### src/rtl/rv_pkg.sv
// Shared RISC-V front-end definitions: machine widths and the fetch-unit state encoding.
package rv_pkg;

    localparam int XLEN = 64;
    localparam int ILEN = 32;

    typedef enum logic [0:0] {
        ST_BOOT  = 1'b0,
        ST_FETCH = 1'b1
    } fetch_state_e;

    // Instructions are 4-byte aligned, so restart targets drop their low two bits.
    function automatic logic [XLEN-1:0] align_pc(input logic [XLEN-1:0] pc);
        return {pc[XLEN-1:2], 2'b00};
    endfunction

endpackage

### src/rtl/rv_sync_fifo.sv
// Single-clock FIFO with flush; the head entry is visible combinationally on rdata_o.
module rv_sync_fifo #(
    parameter int WIDTH = 96,
    parameter int DEPTH = 4,
    localparam int AW   = (DEPTH > 1) ? $clog2(DEPTH) : 1,
    localparam int CW   = $clog2(DEPTH) + 1
) (
    input  logic             clk,
    input  logic             rstn,
    input  logic             flush_i,
    input  logic             push_i,
    input  logic [WIDTH-1:0] wdata_i,
    input  logic             pop_i,
    output logic [WIDTH-1:0] rdata_o,
    output logic             full_o,
    output logic             empty_o,
    output logic [CW-1:0]    count_o
);

    logic [WIDTH-1:0] mem_q [DEPTH];
    logic [AW-1:0]    wr_ptr_q, wr_ptr_d;
    logic [AW-1:0]    rd_ptr_q, rd_ptr_d;
    logic [CW-1:0]    count_q, count_d;
    logic             do_push, do_pop;

    assign full_o  = (count_q == CW'(DEPTH));
    assign empty_o = (count_q == '0);
    assign count_o = count_q;
    assign do_push = push_i && !full_o;
    assign do_pop  = pop_i && !empty_o;

    // The consumer must see a new head one cycle after its push, so reads are not registered.
    assign rdata_o = mem_q[rd_ptr_q];

    always_comb begin
        wr_ptr_d = wr_ptr_q;
        rd_ptr_d = rd_ptr_q;
        count_d  = count_q;
        if (flush_i) begin
            wr_ptr_d = '0;
            rd_ptr_d = '0;
            count_d  = '0;
        end else begin
            if (do_push) wr_ptr_d = wr_ptr_q + AW'(1);
            if (do_pop)  rd_ptr_d = rd_ptr_q + AW'(1);
            count_d = count_q + CW'(do_push) - CW'(do_pop);
        end
    end

    always_ff @(posedge clk or negedge rstn) begin
        if (!rstn) begin
            wr_ptr_q <= '0;
            rd_ptr_q <= '0;
            count_q  <= '0;
        end else begin
            wr_ptr_q <= wr_ptr_d;
            rd_ptr_q <= rd_ptr_d;
            count_q  <= count_d;
        end
    end

    always_ff @(posedge clk) begin
        if (do_push && !flush_i) begin
            mem_q[wr_ptr_q] <= wdata_i;
        end
    end

endmodule

### src/rtl/rv_fetch_buf.sv
// Instruction fetch unit: credit-limited requests to instruction memory, in-order
// response buffering, and redirect handling that discards responses already in flight.
module rv_fetch_buf
    import rv_pkg::*;
#(
    parameter int              DEPTH    = 4,
    parameter logic [XLEN-1:0] RESET_PC = 64'h0
) (
    input  logic            clk,
    input  logic            rstn,
    input  logic            redirect_i,
    input  logic [XLEN-1:0] redirect_pc_i,
    output logic            imem_req_o,
    output logic [XLEN-1:0] imem_addr_o,
    input  logic            imem_gnt_i,
    input  logic            imem_rvalid_i,
    input  logic [ILEN-1:0] imem_rdata_i,
    output logic            instr_valid_o,
    output logic [ILEN-1:0] instr_o,
    output logic [XLEN-1:0] pc_o,
    input  logic            instr_ready_i
);

    localparam int CW = $clog2(DEPTH) + 1;
    localparam int SW = CW + 1;
    localparam int EW = XLEN + ILEN;

    fetch_state_e    state_q, state_d;
    logic [XLEN-1:0] fetch_pc_q, fetch_pc_d;
    logic [XLEN-1:0] rsp_pc_q, rsp_pc_d;
    logic [CW-1:0]   outst_q, outst_d;
    logic [CW-1:0]   drop_q, drop_d;

    logic [CW-1:0]   occ;
    logic            fifo_full;
    logic            fifo_empty;
    logic [EW-1:0]   fifo_rdata;
    logic [SW-1:0]   credit_used;
    logic            gnt_fire;
    logic            rsp_drop;
    logic            push;
    logic            pop;

    // Every request in flight owns a buffer slot, so the buffer can never overflow.
    assign credit_used = SW'(outst_q) + SW'(occ);
    assign imem_req_o  = (state_q == ST_FETCH) && (credit_used < SW'(DEPTH));
    assign imem_addr_o = fetch_pc_q;

    assign gnt_fire = imem_req_o && imem_gnt_i;
    assign rsp_drop = imem_rvalid_i && (drop_q != '0);
    assign push     = imem_rvalid_i && !rsp_drop && !redirect_i && !fifo_full;
    assign pop      = instr_valid_o && instr_ready_i && !redirect_i;

    assign instr_valid_o = !fifo_empty;
    assign instr_o       = fifo_empty ? '0 : fifo_rdata[ILEN-1:0];
    assign pc_o          = fifo_empty ? '0 : fifo_rdata[EW-1:ILEN];

    // Responses return in order and live ones follow the fetch stream contiguously,
    // so the address of the next live response is just a second running PC.
    always_comb begin
        state_d    = ST_FETCH;
        fetch_pc_d = fetch_pc_q;
        rsp_pc_d   = rsp_pc_q;
        outst_d    = outst_q + CW'(gnt_fire) - CW'(imem_rvalid_i);
        drop_d     = drop_q;
        if (redirect_i) begin
            fetch_pc_d = align_pc(redirect_pc_i);
            rsp_pc_d   = align_pc(redirect_pc_i);
            drop_d     = outst_d;
        end else begin
            if (gnt_fire) fetch_pc_d = fetch_pc_q + XLEN'(4);
            if (rsp_drop) drop_d = drop_q - CW'(1);
            if (push)     rsp_pc_d = rsp_pc_q + XLEN'(4);
        end
    end

    always_ff @(posedge clk or negedge rstn) begin
        if (!rstn) begin
            state_q    <= ST_BOOT;
            fetch_pc_q <= RESET_PC;
            rsp_pc_q   <= RESET_PC;
            outst_q    <= '0;
            drop_q     <= '0;
        end else begin
            state_q    <= state_d;
            fetch_pc_q <= fetch_pc_d;
            rsp_pc_q   <= rsp_pc_d;
            outst_q    <= outst_d;
            drop_q     <= drop_d;
        end
    end

    rv_sync_fifo #(
        .WIDTH (EW),
        .DEPTH (DEPTH)
    ) u_ibuf (
        .clk     (clk),
        .rstn    (rstn),
        .flush_i (redirect_i),
        .push_i  (push),
        .wdata_i ({rsp_pc_q, imem_rdata_i}),
        .pop_i   (pop),
        .rdata_o (fifo_rdata),
        .full_o  (fifo_full),
        .empty_o (fifo_empty),
        .count_o (occ)
    );

    a_rsp_has_outstanding: assert property (
        @(posedge clk) disable iff (!rstn) imem_rvalid_i |-> (outst_q != '0)
    );

endmodule

### config.mk
export PLATFORM = sky130hd
export DESIGN_NAME = rv_fetch_buf
export DESIGN_NICKNAME = d
export VERILOG_FILES = /design/src/rtl/rv_pkg.sv /design/src/rtl/rv_sync_fifo.sv /design/src/rtl/rv_fetch_buf.sv
export SDC_FILE = /design/constraint.sdc
export NUM_CORES = 1
export LEC_CHECK = 0
export CAP_MARGIN = 5
export CORE_ASPECT_RATIO = 0.9
export CORE_MARGIN = 10
export CORE_UTILIZATION = 56
export CTS_CLUSTER_DIAMETER = 30
export DETAILED_ROUTE_END_ITERATION = 16
export PLACE_DENSITY = 0.91
export SETUP_SLACK_MARGIN = 0.5
export SLEW_MARGIN = 25
export SYNTH_ARGS = -nofsm -noshare
export SYNTH_HDL_FRONTEND = slang
export SYNTH_SLANG_ARGS = --single-unit
### constraint.sdc
create_clock -name clk -period 6.5 [get_ports clk]
set_input_delay 1.3 -clock clk [delete_from_list [all_inputs] [get_ports clk]]
set_output_delay 1.3 -clock clk [all_outputs]
set_load 0.01 [all_outputs]
**Word level (Yosys, flattened, before mapping)**

Memory sizes are Yosys's and may differ from the RTL's.
Index checks and enable logic that the tools add are counted.

- Bits in read-only memories: 0
- Memory bits (writable): 384
- Bits in registers: 142
- Bits in latches: 0
- Memories kept: 1

Memories:

| memory | depth | width | read ports | clocked after Yosys merged registers in | wr ports | RTL line | source |
|---|---|---|---|---|---|---|---|
| u_ibuf.mem_q | 4 | 96 | 1 | 0 | 1 | rv_sync_fifo.sv:20 | `logic [WIDTH-1:0] mem_q [DEPTH];` |

- Equality and inequality tests: 1
- Reductions and logical operators: 22
- Shifts and indexed selects: 0
- Divide/modulo/power cells: 0
- Multiply operators: 0
- Bitwise gates (word level): 0
- Mux-type cells: 15
- Magnitude comparators: 1
- $add $sub $neg: 10

Operators with widths:

| kind | number |
|---|---|
| 2-to-1 mux 64 bit | 5 |
| adder 64 x 3 -> 64 bit, second input constant | 2 |
| 2-to-1 mux 32 bit | 1 |
| logical AND 1 bit | 11 |
| nonzero test 2 bit | 5 |
| 2-to-1 mux 3 bit | 3 |
| 2-to-1 mux 2 bit | 4 |
| adder 3 x 1 -> 3 bit | 2 |
| subtractor 3 x 1 -> 3 bit | 2 |
| adder 2 x 1 -> 2 bit, second input constant | 2 |
| adder 3 x 3 -> 4 bit | 1 |
| zero test 1 bit | 4 |
| less-than comparator 4 x 3 -> 1 bit, second input constant | 1 |
| == test 3 bit, second input constant | 1 |
| zero test 3 bit | 1 |
| nonzero test 3 bit | 1 |
| subtractor 3 x 1 -> 3 bit, second input constant | 1 |
| 2-to-1 mux 1 bit | 2 |

**Logic depth before layout (Yosys ltp)**

Gate-level depths: netlist (run 1).

- Depth in word-level cells: 10
- Gate-level depth with buffers: 15

**Hierarchy**

From an unflattened synthesis (run 1), not the netlist that was laid out.

- Cells, all modules: 1446
- Area, all modules: 22678.0 µm²

By module, submodules not included:

| module | area an instance (µm²) | cells each | instances |
|---|---|---|---|
| rv_sync_fifo | 14295.0 | 550 | 1 |
| rv_fetch_buf | 8383.0 | 896 | 1 |

**Worst setup path after synthesis (run 1)**

Ideal clock, no wire load.

- Path type: input to register
- From: in redirect_i
- To: mem u_ibuf.mem_q[0][0] (enable)
- Setup time: 463 ps
- Cell stages on the path: 8
- Setup slack: 1117 ps
- Required time: 6037 ps
- Arrival: 4920 ps
- Path buffers: 4
- Path through: buf_2 > nand3b_1 > or2_2 > clkbuf_1 > clkinv_1 > clkbuf_1 > clkbuf_1 > and2_1

- Word-level cells in the longest chain between the ends: 7

Ends and longest elaborated chain:

| item | RTL line | source |
|---|---|---|
| from (decl) | rv_fetch_buf.sv:11 | `input logic redirect_i,` |
| zero test 1 bit (*) | rv_sync_fifo.sv:63, rv_fetch_buf.sv:51 |  |
| logical AND 1 bit (2 in series) | rv_fetch_buf.sv:51 | `assign push = imem_rvalid_i && !rsp_drop && !redirect_i && !fifo_full;` |
| logical AND 1 bit | rv_sync_fifo.sv:29 | `assign do_push = push_i && !full_o;` |
| logical AND 1 bit (*) | rv_sync_fifo.sv:63 | `if (do_push && !flush_i) begin` |
| 2-to-1 mux 1 bit (*) | rv_sync_fifo.sv:63 |  |
| 2-to-1 mux 1 bit (not written as such) (*) | rv_sync_fifo.sv:64 | `mem_q[wr_ptr_q] <= wdata_i;` |
| to (decl) | rv_sync_fifo.sv:20 |  |

Every way passes the cells marked *; elsewhere a longest branch is shown, timed or not.

**Worst setup path in the final report (run 1)**

- From: reg u_ibuf.rd_ptr_q[1]
- To: out pc_o[28]

- Word-level cells in the longest chain between the ends: 2

Ends and longest elaborated chain:

| item | RTL line | source |
|---|---|---|
| from (decl) | rv_sync_fifo.sv:22 | `logic [AW-1:0] rd_ptr_q, rd_ptr_d;` |
| from (signal assigned) | rv_sync_fifo.sv:57 | `rd_ptr_q <= rd_ptr_d;` |
| memory read (4 x 96 bit) | n/a |  |
| 2-to-1 mux 64 bit | rv_fetch_buf.sv:56 | `assign pc_o = fifo_empty ? '0 : fifo_rdata[EW-1:ILEN];` |
| to (decl) | rv_fetch_buf.sv:20 | `output logic [XLEN-1:0] pc_o,` |

No other way between the ends.

==> out/metrics.csv, run 1 <==
metric;value;unit
Netlist Area Pre-Place;22900;um2
row count;70;
CTS tree;built;
Period minus WS final;4.70;ns
TritonRoute pass-1 iters;6;
Slew Viols, Final;0;
Bufs on Longest Clock Path;3;
Hold Crit Start;outst_q[0]$_DFF_PN0_;
Max Freq;213;MHz
library cells used by synthesis;61;
Seq/Total Area, Yosys;64.4;%
Post-CTS Setup Bufs;0;
final core utilization;73.0;%
largest net degree at the start of global routing;93;
Top delay family on crit path;flip-flops;
dpl ws;1.86;ns
fillers;2469;
Relative slew margins;30.7;%
final period utilization;72.3;%
initial antenna violation count;1;
Post-Syn Area per Cell;14.1;um2
Async SR Flop Fraction;26.8;%
Worst VDD drop;256;uV
share of total power in sequential cells;34.3;%
clock power share;44.9;%
worst path required time;5.20;ns
leak pwr;10.2;nW
unrepaired setup endpoints after global routing;false;
num ports;264;
Hold Path Stages;1;
later-pin clock latency in the skew report;0.63;ns
area leader, netlist;edfxtp_1;
drt drc;0;
Finished Layout Cells;2550;
Die ar.;49400;um2
status;finished clean;
R2R Path End;drop_q[2]$_DFFE_PN0P_;
DRT iter0 DRCs;2102;
die height;212;um
Post-synth top cells;376 x edfxtp_1, 138 x dfrtp_1, 130 x nand2_1;
crit path max fanout;71;
core area;40600;um2
pwr dens;403;nW/um2
Area growth syn-to-layout;29.2;%
ordered list of cells on the worst path;buf_4, mux4_2, and2_1, clkdlybuf4s50_1;
vias in the first global route;16563;
net switching power of the design;3.22;mW
CP max stage delay;1.08;ns
r2r worst-path depth;12;
GR Overflow Total;0;
MaxCap Viol Count;0;
Setup Viol. Count Final;0;
buffers added on ports;257;
worst slew pin tran;1.04;ns
dpl cells;2363;
ranking of synthesized cells by area;edfxtp_1 49%, dfrtp_1 15%, mux4_2 9.2%;
Comb pwr share;20.8;%
setup_tns;0;ns
number of synthesized register bits;514;
Starting Density;56.5;%
Post-CTS Resized;0;
ys flop type;edfxtp_1;
total track usage;26.5;%
Hold Path End;outst_q[0]$_DFF_PN0_;
via count;16314;
Mapped Cells;1626;
final net count;2043;
first-pass GRT wire length;99.7;mm
Buf+Inv Stages, Crit Path;2;
total design power;11.9;mW
CTS Buf Count;100;
Detailed Route WL;65.7;mm
WP data arrival;3.40;ns
Clock Sinks;514;
Yosys top cell area share;49.3;%
Critical Path Source Type;flip-flop;
share of layout cells above drive strength 1;15.6;%
die width;233;um
r2r startpoint;u_ibuf.count_o[2]$_DFF_PN0_;
post-DP HPWL;41.8;mm
fraction of power spent switching nets;27.0;%
EDFF count, synth;376;
Worst Skew;0.0193;ns
CTS root buffer;clkbuf_16;
Setup WS post-layout;1.80;ns
Max H-tree Level;3;
Crit. End Element;output pin;
worst hold path class;reg -> reg;
vias per cell;6.40;
hold_buf cts;0;
internal power;8.70;mW
Final Hold Vio Count;0;
Ys Warns;0;
drt wl/cell;25.8;um
CP max stage cell;dfrtp_4;
count leader, synth;edfxtp_1;
Antenna Nets Post-Route;0;
WS Path Type;reg -> out;
R2R setup slack;2.76;ns
Reg clk slew, reported paths;0.05;ns
routability congestion estimate;0.961;
## cells by family after synthesis
family	synth area share, %
adder cells (fa/ha/maj)	0.940
buffers and inverters	2.03
XOR/XNOR	1.76
other	0.0328
flip-flops	64.4
AND/OR/NAND/NOR	15.2
AO/OA/AOI/OAI	5.03
multiplexers	10.6
## power by group through the flow
stage	sequential (mW)	clock (mW)	combinational [mW]
2_1_floorplan	3.99	0	1.36
3_3_place_gp	4.11	0	2.42
3_5_place_dp	4.14	0	2.47
4_1_cts	4.08	5.39	2.50
5_1_grt	4.12	5.56	2.65
6_report	4.09	5.35	2.48
## stage by stage
stage               cell area, um2  hold WS, ns
floorplan                    22900        0.471
global placement             26000        0.536
detailed placement           26000        0.542
CTS                          29600        0.552
global route                 29600        0.597
finish                       29600        0.562
## cells in the final DEF (no fill, tap or decap), types with 10 or more instances in the layout
cell type and count:
edfxtp_1 376, nor4_1 37, o211ai_1 30, mux2_2 17, or3_1 23, o311ai_0 18
nor3_1 24, a21oi_1 16, and3_1 16, dfrtp_1 136, mux4_2 94, nor2b_1 10
or4_1 29, inv_1 32, nor2_1 67, nand4_1 75, and2_1 107, ha_1 14
buf_4 15, clkdlybuf4s50_1 255, clkbuf_16 103, mux2i_1 12, nand2_1 130, clkbuf_1 12
bufinv_16 17, nand3_1 79, clkinv_2 13, o21ai_0 49, xnor2_1 27, a31oi_1 28
xor2_1 19, clkinv_1 16
## registers in the layout (all words and copies together), names as in the netlist
signal	flops
u_ibuf.wr_ptr_q	2
drop_q	3
u_ibuf.rd_ptr_q	2
u_ibuf.mem_q	376
state_q	1
outst_q	3
u_ibuf.count_o	3
imem_addr_o	62
rsp_pc_q	62
## layer usage
metal	GRT usage, %	part of all wire [%]	vias to the layer above
li1	-	-	6971
met1	35.5	40	8221
met2	41.1	47	978
met3	7.59	11	144
met4	8.66	2.8	0
met5	0	0	-
## layout make-up
type	instances	area, um2	area share (%)
Clock buffer	122	2720	9.19
Clock inverter	64	827	2.79
Sequential cell	514	14800	49.8
Timing Repair Buffer	276	2780	9.38
Multi-Input combinational cell	998	7710	26.0
Tap cell	540	676	2.28
Antenna cell	1	2.50	0.00846
Inverter	35	131	0.444
## worst max-delay path by stage
| stage | from | to | depth (start not counted) |
|---|---|---|---|
| after floorplan | redirect_i | u_ibuf.mem_q[0][0]$_DFFE_PP_ | 8 |
| after global placement | imem_rvalid_i | u_ibuf.mem_q[1][80]$_DFFE_PP_ | 7 |
| after detailed placement | imem_rvalid_i | u_ibuf.mem_q[2][83]$_DFFE_PP_ | 7 |
| after CTS | u_ibuf.rd_ptr_q[0]$_DFFE_PN0P_ | pc_o[52] | 4 |
| after global routing | u_ibuf.rd_ptr_q[0]$_DFFE_PN0P_ | pc_o[52] | 4 |
| final | u_ibuf.rd_ptr_q[1]$_DFFE_PN0P_ | pc_o[28] | 4 |
Power figures use the tool's default switching activity.
==> run 2, diff against run 1 <==
==> constraint.sdc (replaced) <==
create_clock -name clk -period 4.75 [get_ports clk]
set_input_delay 0.95 -clock clk [delete_from_list [all_inputs] [get_ports clk]]
set_output_delay 0.95 -clock clk [all_outputs]
set_load 0.01 [all_outputs]
==> out/metrics.csv, run 2 (same netlist as run 1, synthesis figures left out) <==
metric;value;unit
WS Path Type;reg -> out;
TritonRoute pass-1 iters;7;
buffers added on ports;257;
unrepaired setup endpoints after global routing;false;
final core utilization;73.4;%
share of total power in sequential cells;34.3;%
Worst VDD drop;349;uV
initial antenna violation count;1;
r2r worst-path depth;13;
Post-CTS Resized;0;
Relative slew margins;40.5;%
fillers;2479;
worst path required time;3.80;ns
R2R setup slack;1.35;ns
vias in the first global route;16793;
row count;70;
die height;212;um
WP data arrival;3.11;ns
Design Area, Final;29800;um2
Clock Sinks;514;
status;finished clean;
Area growth syn-to-layout;30.0;%
worst slew pin tran;0.892;ns
setup_tns;0;ns
crit path max fanout;41;
Max Freq;246;MHz
Period minus WS final;4.06;ns
r2r startpoint;u_ibuf.count_o[2]$_DFF_PN0_;
share of layout cells above drive strength 1;16.7;%
largest net degree at the start of global routing;88;
commonest non-fill, non-tap cell in the layout;edfxtp_1;
GR Overflow Total;0;
CTS Buf Count;99;
net switching power of the design;4.52;mW
Critical Path Source Type;flip-flop;
ordered list of cells on the worst path;buf_12, mux4_2, and2_1, clkdlybuf4s50_1;
worst hold path class;in -> async;
MaxCap Viol Count;0;
dpl cells;2378;
core area;40600;um2
post-DP HPWL;43.4;mm
Post-CTS Setup Bufs;0;
DRT iter0 DRCs;2339;
Max H-tree Level;3;
Reg clk slew, reported paths;0.05;ns
Comb pwr share;21.2;%
CTS root buffer;clkbuf_16;
total design power;16.3;mW
Starting Density;56.5;%
Critical Path Sink;pc_o[27];
pwr dens;548;nW/um2
Antenna Nets Post-Route;0;
later-pin clock latency in the skew report;0.63;ns
Worst Skew;0.0231;ns
Setup Viol. Count Final;0;
Finished Layout Cells;2567;
drt drc;0;
first-pass GRT wire length;102;mm
fraction of power spent switching nets;27.7;%
Slew Viols, Final;0;
beginning of the critical path;u_ibuf.rd_ptr_q[0]$_DFFE_PN0P_;
leak pwr;10.2;nW
final period utilization;85.6;%
num ports;264;
Detailed Route WL;67.3;mm
CTS tree;built;
die width;233;um
clock power share;44.4;%
vias per cell;6.48;
CP max stage delay;0.79;ns
Crit. End Element;output pin;
final net count;2057;
routability congestion estimate;0.941;
hold_buf cts;0;
internal power;11.8;mW
Die ar.;49400;um2
R2R Path End;drop_q[2]$_DFFE_PN0P_;
Post-DP Area;26200;um2
drt wl/cell;26.2;um
CP max stage cell;dfrtp_4;
via count;16641;
max reg flops;376;
commonest non-fill, non-tap cells in the layout;376 x edfxtp_1, 255 x clkdlybuf4s50_1, 136 x dfrtp_1, 130 x nand2_1, 107 x and2_1;
total track usage;27.2;%
Top reg by flops;u_ibuf.mem_q;
Final Hold Vio Count;0;
Bufs on Longest Clock Path;3;
==> run 2: cell types whose count changed in the layout (fill, tap and decap cells not counted), moves of 3 or more <==
cell,delta
clkbuf_8,-4
clkbuf_1,-3
clkinv_1,-6
clkinv_4,+5
buf_4,+9
buf_12,+6
clkinvlp_4,+12
==> run 2: metal layers <==
layer | up-vias | GRT usage, % | routed length, um
met3 | 186 | 6.85 | 7120
met5 | - | 0 | 0
met1 | 8362 | 35.9 | 26000
met4 | 0 | 9.31 | 2130
met2 | 1086 | 43.2 | 32000
li1 | 7007 | - | -
==> run 2: metrics by stage <==
stage,setup WS (ns),hold slack (ns)
floorplan,0.748,0.471
global placement,1.09,0.536
detailed placement,1.04,0.550
CTS,0.599,0.434
global route,0.509,0.467
finish,0.685,0.408
==> run 2: power groups by stage <==
stage	Clock [mW]	Sequential, mW	Combinational [mW]
finish	7.25	5.60	3.47
CTS	7.30	5.59	3.51
floorplan	0	5.46	1.86
detailed placement	0	5.65	3.45
global route	7.52	5.64	3.69
global placement	0	5.62	3.36
==> run 2: area by class of cell <==
class / instances / area (um2) / area share [%]
Timing Repair Buffer: 291 / 2960 / 9.96
Multi-Input combinational cell: 998 / 7710 / 25.9
Tap cell: 540 / 676 / 2.27
Antenna cell: 2 / 5.00 / 0.0168
Clock buffer: 115 / 2650 / 8.91
Sequential cell: 514 / 14800 / 49.6
Inverter: 35 / 131 / 0.441
Clock inverter: 72 / 876 / 2.94
==> run 2: worst max-delay path: cells and delay by family (launching register included) <==
family        cells  cell delay [ns]
simple gates      1             0.17
flops             1             0.79
mux               1             0.56
buf+inv           2             0.92
==> run 2: how the worst min path moves through the flow <==
stage | to | slack (ns) | cells after the start
finish | imem_addr_o[20]$_DFFE_PN0N_ | 0.41 | 1
global route | imem_addr_o[20]$_DFFE_PN0N_ | 0.47 | 1
CTS | imem_addr_o[2]$_DFFE_PN0N_ | 0.43 | 1
detailed placement | u_ibuf.wr_ptr_q[0]$_DFFE_PN0P_ | 0.55 | 1
global placement | u_ibuf.wr_ptr_q[0]$_DFFE_PN0P_ | 0.54 | 1
floorplan | u_ibuf.mem_q[0][51]$_DFFE_PP_ | 0.47 | 0
==> RTL change: new RTL, flow settings as in run 2 <==
`ILEN`: 32 -> 16.
--- a/src/rtl/rv_pkg.sv
+++ b/src/rtl/rv_pkg.sv
@@ -3,5 +3,5 @@
 
     localparam int XLEN = 64;
-    localparam int ILEN = 32;
+    localparam int ILEN = 16;
 
     typedef enum logic [0:0] {
Ports: changed (resized imem_rdata_i and instr_o); port bits go from 264 to 232. The function was not compared with the original's and may differ.
==> RTL change against run 2 <==
- worst hold slack gained 0.045 ns
- count of clock-buffer cells in the layout down 3
- total power fell by 13%
- synthesized area is 13% lower
- worst setup slack improved by 0.046 ns
- sequential power is 12% lower
- wire length fell by 19%
- via count shrank 18%
- design area shrank 13%
- sequential cell count fell by 64
- largest cell class unchanged
- highest routed layer unchanged
==> RTL change: results (changes against run 2) <==
\begin{tabular}{lr}
\hline
Metric & Value \\
\hline
\multicolumn{2}{l}{\textbf{Critical path}} \\
Crit Path Max Fanout & 31 (-24\%) \\
Slack of the worst reg-to-reg path & 1.46 ns (+0.11 ns) \\
Last element of the critical path & pc\_o[52] \\
Arrival time at the worst endpoint & 3.07 ns (-0.04 ns) \\
\multicolumn{2}{l}{\textbf{Cells and area}} \\
Number of flip-flops in the largest register & 312 (-17\%) \\
Fraction of final layout cells sized beyond drive strength 1 & 0.179 (+0.0111) \\
Final cell count without fillers & 2,222 (-13\%) \\
Finished Core Util & 0.739 (+0.00492) \\
\# fillers & 2,202 (-11\%) \\
ANT cells & 0 (-2) \\
\multicolumn{2}{l}{\textbf{Global route}} \\
Via count of the first global-routing pass & 14,100 (-16\%) \\
Maximum number of pins on one net before global-route repair & 93 (+5.7\%) \\
Global router's overall resource usage & 0.252 (-0.0196) \\
\multicolumn{2}{l}{\textbf{Power}} \\
Standby leakage power & 9.09 nW (-11\%) \\
IR drop worst, VDD & 0.386 mV (+11\%) \\
Net switching share of the total power & 0.272 (-0.00543) \\
\multicolumn{2}{l}{\textbf{Synth}} \\
Ys async rst share & 0.307 (+0.0382) \\
Sequential element share of the synthesized area & 0.641 (-0.00255) \\
Commonest cells in the netlist & 312 x sky130\_fd\_sc\_hd\_\_edfxtp\_1, 138 x sky130\_fd\_sc\_hd\_\_dfrtp\_1, 126 x sky130\_fd\_sc\_hd\_\_nand2\_1 \\
\multicolumn{2}{l}{\textbf{Detailed routing}} \\
Final wirelength & 54,400 um (-19\%) \\
Met3 routed wirelength & 5100 um (-28\%) \\
WL met1 & 22,400 um (-14\%) \\
DR iter-0 viols & 1,367 (-42\%) \\
\multicolumn{2}{l}{\textbf{Placed design}} \\
Half-perimeter wire length of the detailed placement result & 35,000 um (-19\%) \\
Number of input and output port buffers inserted & 225 (-12\%) \\
Post-placement worst setup slack & 1.18 ns (+0.139 ns) \\
Placed Cells incl. Taps & 2,055 (-14\%) \\
Global placer's final weighted congestion & 0.909 (-3.4\%) \\
\multicolumn{2}{l}{\textbf{CTS}} \\
Skew-Pair Late Insertion Delay & 0.61 ns (-0.02 ns) \\
\multicolumn{2}{l}{\textbf{STA}} \\
Slew at the pin closest to its max-slew limit & 0.975 ns (+0.0826 ns) \\
Worst setup skew after layout & 0.0251 ns (+0.00197 ns) \\
Crit path setup slack, layout & 0.732 ns (+0.0461 ns) \\
\multicolumn{2}{l}{\textbf{Outcome}} \\
Outcome & completed \\
\hline
\end{tabular}
-- RTL change: cell types whose count changed after synthesis, moves of 21 or more --
cell,run 2,this run
sky130_fd_sc_hd__edfxtp_1,376,312
sky130_fd_sc_hd__or4_1,29,7
sky130_fd_sc_hd__nor4_1,37,16
sky130_fd_sc_hd__a31oi_1,28,7
sky130_fd_sc_hd__xnor2_1,27,58
sky130_fd_sc_hd__and2_1,111,88
sky130_fd_sc_hd__nand4_1,75,39
-- RTL change: worst max-delay path: stages (launching register included) --
cell                              delay [ns]
sky130_fd_sc_hd__dfrtp_4                0.82
sky130_fd_sc_hd__buf_12                 0.33
sky130_fd_sc_hd__mux4_2                 0.57
sky130_fd_sc_hd__and2_1                 0.21
sky130_fd_sc_hd__clkdlybuf4s50_1        0.51
-- RTL change: routing by layer --
metal	global-route usage	vias to the layer above
li1	-	5928
met1	0.348	6887
met5	0	-
met2	0.389	766
met3	0.0624	114
met4	0.0781	0
-- RTL change: kinds of logic after synthesis --
kind of cell	count (synthesis)	synth area share
simple gates	502	0.140
flops	450	0.641
compound gates	144	0.0459
mux	111	0.106
buf+inv	93	0.0185
xor+xnor	84	0.0368
fa+ha+maj	16	0.0108
other cells	2	0.000376
-- RTL change: cell type report --
type / count / share of cell area
Timing Repair Buffer: 249 / 0.0975
Inverter: 25 / 0.00361
Clock inverter: 55 / 0.0254
Sequential cell: 450 / 0.494
Clock buffer: 112 / 0.0939
Tap cell: 469 / 0.0226
Multi-Input combinational cell: 862 / 0.263
-- RTL change: power by group through the flow --
stage	Sequential (mW)	Combinational, mW	Clock (mW)
detailed placement	4.97	2.86	0
floorplan	4.79	1.56	0
global placement	4.94	2.81	0
finish	4.92	2.86	6.35
global route	4.96	3.09	6.63
CTS	4.91	2.91	6.41
